==> config.mk <==
export PLATFORM = sky130hd
export DESIGN_NAME = timer_dev
export DESIGN_NICKNAME = d
export VERILOG_FILES = /design/src/rtl/timer_dev_pkg.sv /design/src/rtl/timer_dev.sv
export SDC_FILE = /design/constraint.sdc
export NUM_CORES = 1
export LEC_CHECK = 0
export CAP_MARGIN = 20
export CORE_MARGIN = 5
export CORE_UTILIZATION = 41
export DETAILED_ROUTE_END_ITERATION = 7
export MAX_ROUTING_LAYER = met4
export PLACE_DENSITY = 0.68
export SLEW_MARGIN = 20
export SYNTH_ARGS = -nofsm -noshare
export SYNTH_HDL_FRONTEND = slang
export SYNTH_SLANG_ARGS = --single-unit
==> constraint.sdc <==
create_clock -name clk -period 3.3 [get_ports clk]
set_clock_uncertainty 0.2 [all_clocks]
set_input_delay 0.495 -clock clk [delete_from_list [all_inputs] [get_ports clk]]
set_output_delay 0.495 -clock clk [all_outputs]
set_load 0.02 [all_outputs]
==> src/rtl/timer_dev_pkg.sv <==
// timer_dev_pkg: shared state encoding, register map and CTRL field layout for timer_dev
package timer_dev_pkg;
  typedef enum logic [1:0] {IDLE, LOAD, CNT, INT} state_t;
  localparam logic [1:0] CTRL_OFS = 2'd0, PRESET_OFS = 2'd1, COUNT_OFS = 2'd2;
  localparam int EN_BIT = 0, MODE_LSB = 1, MODE_MSB = 2, IM_BIT = 3;
  localparam logic [1:0] MODE_ONESHOT = 2'b00, MODE_RELOAD = 2'b01;
  localparam logic [31:0] TIMER0_BASE = 32'h0000_7F00, TIMER1_BASE = 32'h0000_7F10;
endpackage

==> src/rtl/timer_dev.sv <==
// timer_dev: bus-mapped down-counter raising IRQ at zero; TIMER_DEV_AUTORELOAD_EN enables auto-reload mode
module timer_dev
  import timer_dev_pkg::*;
(
  input  logic        clk,
  input  logic        reset,
  input  logic        Sel,
  input  logic [1:0]  Addr,
  input  logic        WE,
  input  logic [31:0] DIn,
  output logic [31:0] DOut,
  output logic        IRQ
);
  state_t state, state_n;
  logic [3:0] ctrl, ctrl_n;
  logic [31:0] preset, preset_n, count, count_n;
  logic irq_flag, flag_n, wr, en;
  assign wr = Sel & WE;
  assign en = ctrl[EN_BIT];
  // bus writes are applied after the FSM so they override it on the same edge
  always_comb begin
    state_n = state;
    ctrl_n = ctrl;
    preset_n = preset;
    count_n = count;
    flag_n = irq_flag;
    case (state)
      IDLE: state_n = en ? LOAD : IDLE;
      LOAD: begin
        count_n = preset;
        state_n = CNT;
      end
      CNT: begin
        if (!en) state_n = IDLE;
        else if (count == '0) begin
          state_n = INT;
          flag_n = 1'b1;
        end else count_n = count - 32'd1;
      end
      default: begin
`ifdef TIMER_DEV_AUTORELOAD_EN
        if (ctrl[MODE_MSB:MODE_LSB] == MODE_RELOAD) begin
          flag_n = 1'b0;
          state_n = LOAD;
        end else begin
          ctrl_n[EN_BIT] = 1'b0;
          state_n = IDLE;
        end
`else
        ctrl_n[EN_BIT] = 1'b0;
        state_n = IDLE;
`endif
      end
    endcase
    if (wr && Addr == CTRL_OFS) ctrl_n = DIn[IM_BIT:0];
    if (wr && Addr == PRESET_OFS) preset_n = DIn;
    if (wr && (Addr == CTRL_OFS || Addr == PRESET_OFS)) flag_n = 1'b0;
  end
  always_ff @(posedge clk or negedge reset) begin
    if (!reset) begin
      state <= IDLE;
      ctrl <= '0;
      preset <= '0;
      count <= '0;
      irq_flag <= 1'b0;
      IRQ <= 1'b0;
    end else begin
      state <= state_n;
      ctrl <= ctrl_n;
      preset <= preset_n;
      count <= count_n;
      irq_flag <= flag_n;
      IRQ <= ctrl_n[IM_BIT] & flag_n;
    end
  end
  always_comb
    DOut = Addr == CTRL_OFS   ? {28'd0, ctrl} :
           Addr == PRESET_OFS ? preset :
           Addr == COUNT_OFS  ? count : '0;
endmodule

**Word level (Yosys, flattened, before mapping)**

Cells that the tools add are included.

- Bits in registers: 72
- Bits of input ports: 38
- Output and inout port bits: 33
- Logic and storage cells: 45

- Add/sub/neg operators: 1
- Eq/ne operators: 8
- Muxes and demuxes: 16
- Bitwise operators: 2
- Reductions and logical operators: 10

Operators by type and width:

| operator | number |
|---|---|
| $mux W32 | 5 |
| $pmux W32 S2 | 1 |
| $logic_not A32 Y1 | 1 |
| $sub A32 B1 Y32 const B | 1 |
| $mux W1 | 6 |
| $pmux W2 S3 | 1 |
| $eq A2 B1 Y1 const B | 2 |
| $eq A2 B2 Y1 const B | 2 |
| $logic_not A2 Y1 | 2 |
| $mux W2 | 2 |
| $mux W4 | 1 |
| $ne A2 B2 Y1 const B | 2 |
| $logic_and A1 B1 Y1 | 3 |
| $ne A3 B3 Y1 const B | 1 |
| $reduce_and A3 Y1 | 1 |
| $reduce_or A3 Y1 | 1 |
| $and A1 B1 Y1 | 2 |
| $ne A2 B1 Y1 const B | 1 |
| $reduce_bool A2 Y1 | 1 |
| $logic_or A1 B1 Y1 | 1 |

**Logic depth before layout (Yosys ltp)**

- Word-level depth: 6
- Depth in mapped cells: 9
- Depth with buffers taken out: 7

**Worst setup path before layout**

No wires, ideal clock.

- Kind: input -> output
- Start: input port Addr[0]
- End: output port DOut[11]
- Arrival: 1.825 ns
- Data required time: 2.605 ns
- Setup slack: 0.780 ns
- Stages on the path: 5
- Path buffers: 3
- Cells stage by stage: clkbuf_1 -> nor2b_1 -> clkbuf_1 -> clkbuf_1 -> a22o_1

- Longest elaborated chain between the ends: 4
- Elaborated cells on any way between the ends: 6
- Classes of those cells: eq/ne (2); mux (3); reduce/logical (1)

Ends and longest elaborated chain:

| what | line | text |
|---|---|---|
| start: declaration | timer_dev.sv:8 | `input logic [1:0] Addr,` |
| $eq A2 B2 Y1 | timer_dev.sv:79 | `Addr == COUNT_OFS ? count : '0;` |
| $mux W32 | timer_dev.sv:79 |  |
| $mux W32 | timer_dev.sv:78 | `Addr == PRESET_OFS ? preset :` |
| $mux W32 * | timer_dev.sv:77 | `DOut = Addr == CTRL_OFS ? {28'd0, ctrl} :` |
| end: declaration | timer_dev.sv:11 | `output logic [31:0] DOut,` |

Every way passes the cells marked *; elsewhere a longest branch is shown, timed or not.

**Worst setup path after layout**

- Start: input port Addr[1]
- End: output port DOut[3]

Same word-level chain as after synthesis.

==> results.md <==
* Final setup fails at 0
* Die area at roughly 0.012 mm^2
* CP endpoint kind: primary output
* Crit path capture: DOut[3]
* Vias at ~3600
* Ant diodes at 0
* Combinational share of power at between 40% and 50%
* Hold Vio Cnt, Final at 0
* Synth area leaders: dfrtp_1, mux2_2, a22o_1, o21ai_0, a21oi_1
* NetSw at 1627 uW
* Cts hold-fix bufs at 0
* IO buf count at 70
* Post-synth cell types at 65
* Vias in the first global route at 3535
* Syn Area/Cell at 9.976 um^2
* Crit-path max cell delay at between 600 and 700 ps
* Setup crit start kind: primary input
* Synthesized instance count at a little over 400
* Slowest-stage cell, CP: clkdlybuf4s50_1
* Hold_ws at between 40 and 50 ps
* Worst r2r path cells at 6
* Area of the multi-input gates at 0.002126 mm^2
* Post-synth EDFFs at 0
* Initial DRC count at about 170
* Fin crit share at 91.45%
* Crit Path Max Fanout at 32
* Crit Reg-Reg Startpoint: state[0]$_DFFE_PN0P_
* GR Util All Layers at approximately a fifth
* Reg-to-Reg End: count[28]$_DFFE_PN0P_
* CTS tree: built
* Initial cell density of the core at 42.05%
* Initial antenna violation count at 0
* Top Ports at 71
* Crit. path cell count at 6
* Share of post-route cells with drive strength above 1 at 19.38%
* Worst reg-to-reg setup slack at between 800 and 900 ps
* Slew headroom at 43.86%
* Reg power frac at 38.3%
* Row Count at 36
* Filler Cells Inserted at about 930
* DRT antenna net count at 0
* First-pass GRT wire length at ~18000 um
* Pin count of the biggest net entering global routing at 51
* WP data arrival at approximately 2300 ps
* Storage element area at between 0.0015 and 0.002 mm^2
* Power Density at 792.8 mW/mm^2
* Final core occ at 53.29%
* Layout Nets at 514
* First-pass iteration count of the detailed router at 4
* Seq/Total Area, Yosys at 43.84%
* Area Overhead vs Synth at 26.73%
* Min Tclk post-route at 3018 ps
* TritonCTS Buffers at 9
* Synth top area share at 43.84%
* CP top delay family: buffers and inverters
* HPWL Detailed at 7406 um
* Crit path buffers/inverters at 3
* Hold crit path type: primary input to async pin
* Clock Tree Root: clkbuf_8
* Detailed Route WL at around 11000 um
* Leak at 0.002071 uW
* Max Fclk at about 330 MHz
* Area of the core at 0.009774 mm^2
* RSZ-0062 raised after global routing: no
* Critical path class: primary input to primary output
* Max cap viols at 0
* Worst path required time at 2600 ps
* Slew Viols, Final at 0
* H-tree depth at 3
* Synth async-reset ratio at between 90% and 100%
* Most frequent CP cell: clkdlybuf4s50_1
* Synth warnings at 0
* Post-CTS setup buffers at 0
* Vias/cell at 5.817
* Die H at about 110 um
* Clk buf depth at 2
* CTS Sinks at just over 70
* Synth Flop Type: dfrtp_1
* Yosys top cell by area: dfrtp_1
* Critical path origin: Addr[1]
* Die width at 110.1 um
* Routed wire per std cell at 17.63 um
* Post-CTS sizing at 0
* Status: complete, no violations
* DRC viols at 0
* Gpl congestion at 0.8723
* Power share of the clock group at 21.2%
* Clock slew at reported path FFs at 70 ps
* GRT overflow at 0
* Sw Share at 39.39%
* Slew @ Worst Pin at 842.2 ps
* Setup TNS Final at 0 ps
* Post-synthesis instance area at approximately 0.004 mm^2
* Clk Latency, worst-skew pair at between 300 and 400 ps
* Syn nets at 451
* Internal Pwr Total at 2503 uW
* Synth Register Bits at 72
* Worst VDD drop at 0.3127 mV
* Worst path cell trace: clkdlybuf4s50_1, nor2b_2, buf_12, nand2_1, o21ai_0, clkdlybuf4s50_1
synthesized netlist by cell type (all sizes together) (4+ instances only):
cell type,n
mux2,35
o31ai,4
nor2,17
a21oi,29
buf,8
nand2,32
nand3,11
nor4,14
mux2i,4
a22oi,6
clkbuf,24
o21ai,38
nor3,15
o32ai,4
inv,6
o22ai,5
a31oi,9
dfrtp,72
a22o,29
layout by cell type, fill, tap and decap left out, types with 3 or more instances in the layout:
cell type        netlist  routed
a21oi_1               28      28
a221o_1                3       3
a22o_1                27      27
a22oi_1                6       6
a2bb2oi_1              3       3
a31oi_1                9       9
buf_12                 0       3
buf_4                  1      11
bufinv_16              0       3
clkbuf_8               2      11
clkdlybuf4s50_1        0      69
dfrtp_1               72      72
inv_1                  6       6
mux2_2                35      35
mux2i_1                4       4
nand2_1               32      32
nand3_1               11      11
nor2_1                16      16
nor3_1                13      13
nor4_1                10      10
nor4_2                 3       3
o211a_1                3       3
o211ai_1               3       3
o21ai_0               37      37
o22ai_1                5       5
o2bb2ai_1              3       3
o31ai_1                4       4
o32ai_1                4       4
power by group through the flow:
stage / registers (uW) / clock network (uW) / logic (uW)
after floorplan: 1450 / 0 / 1260
after global placement: 1580 / 0 / 1640
after detailed placement: 1590 / 0 / 1670
after CTS: 1580 / 902 / 1680
after global routing: 1640 / 924 / 1850
final: 1580 / 877 / 1670
per-stage QoR:
step / std cells / power (uW) / worst slack, ps / instance area [um^2]
6_report: 613 / 4130 / 282.1 / 5209
5_1_grt: 613 / 4407 / 163.7 / 5209
4_1_cts: 613 / 4159 / 265.2 / 5209
3_5_place_dp: 597 / 3264 / 287.2 / 4955
3_3_place_gp: 597 / 3216 / 261.1 / 4955
2_1_floorplan: 412 / 2703 / 780.1 / 4110
logic make-up (layout without fill, tap and decap cells):
kind of cell             count (synthesis)  in the layout  synth area share, %
flip-flops                              72             72                43.84
buffers and inverters                   38            106                4.566
multiplexers                            39             39                10.56
adder cells (fa/ha/maj)                  1              1               0.3044
AO/OA/AOI/OAI                          146            146                24.02
AND/OR/NAND/NOR                        116            116                16.71
layout make-up:
type,count,area share [%]
Sequential cell,72,34.59
Clock inverter,5,1.970
Multi-Input combinational cell,302,40.81
Inverter,6,0.4324
Clock buffer,11,2.907
Timing Repair Buffer,84,16.09
Tap cell,133,3.195
worst min path at each step:
stage                        startpoint                endpoint  slack [ps]  depth (start not counted)
floorplan                         reset           IRQ$_DFF_PN0_        -0.6                          0
global placement     irq_flag$_DFF_PN0_      irq_flag$_DFF_PN0_         280                          1
detailed placement  ctrl[2]$_DFFE_PN0P_     ctrl[2]$_DFFE_PN0P_         300                          1
CTS                               reset   count[23]$_DFFE_PN0P_          60                          1
global route                      reset  preset[25]$_DFFE_PN0P_          90                          1
finish                            reset  preset[25]$_DFFE_PN0P_          50                          1
routing by layer:
metal,routed length (um),share of wire [%],track usage (%)
met1,4909,45,24.84
met3,512,4.7,3.960
met4,110,1.0,5.541
met5,0,0,-
met2,5274,49,29.94
registers in the layout, indices dropped and copies added (netlist names):
name	flops
preset	32
irq_flag	1
ctrl	4
count	32
IRQ	1
state	2
No activity file was read; power rests on OpenSTA's default activity.
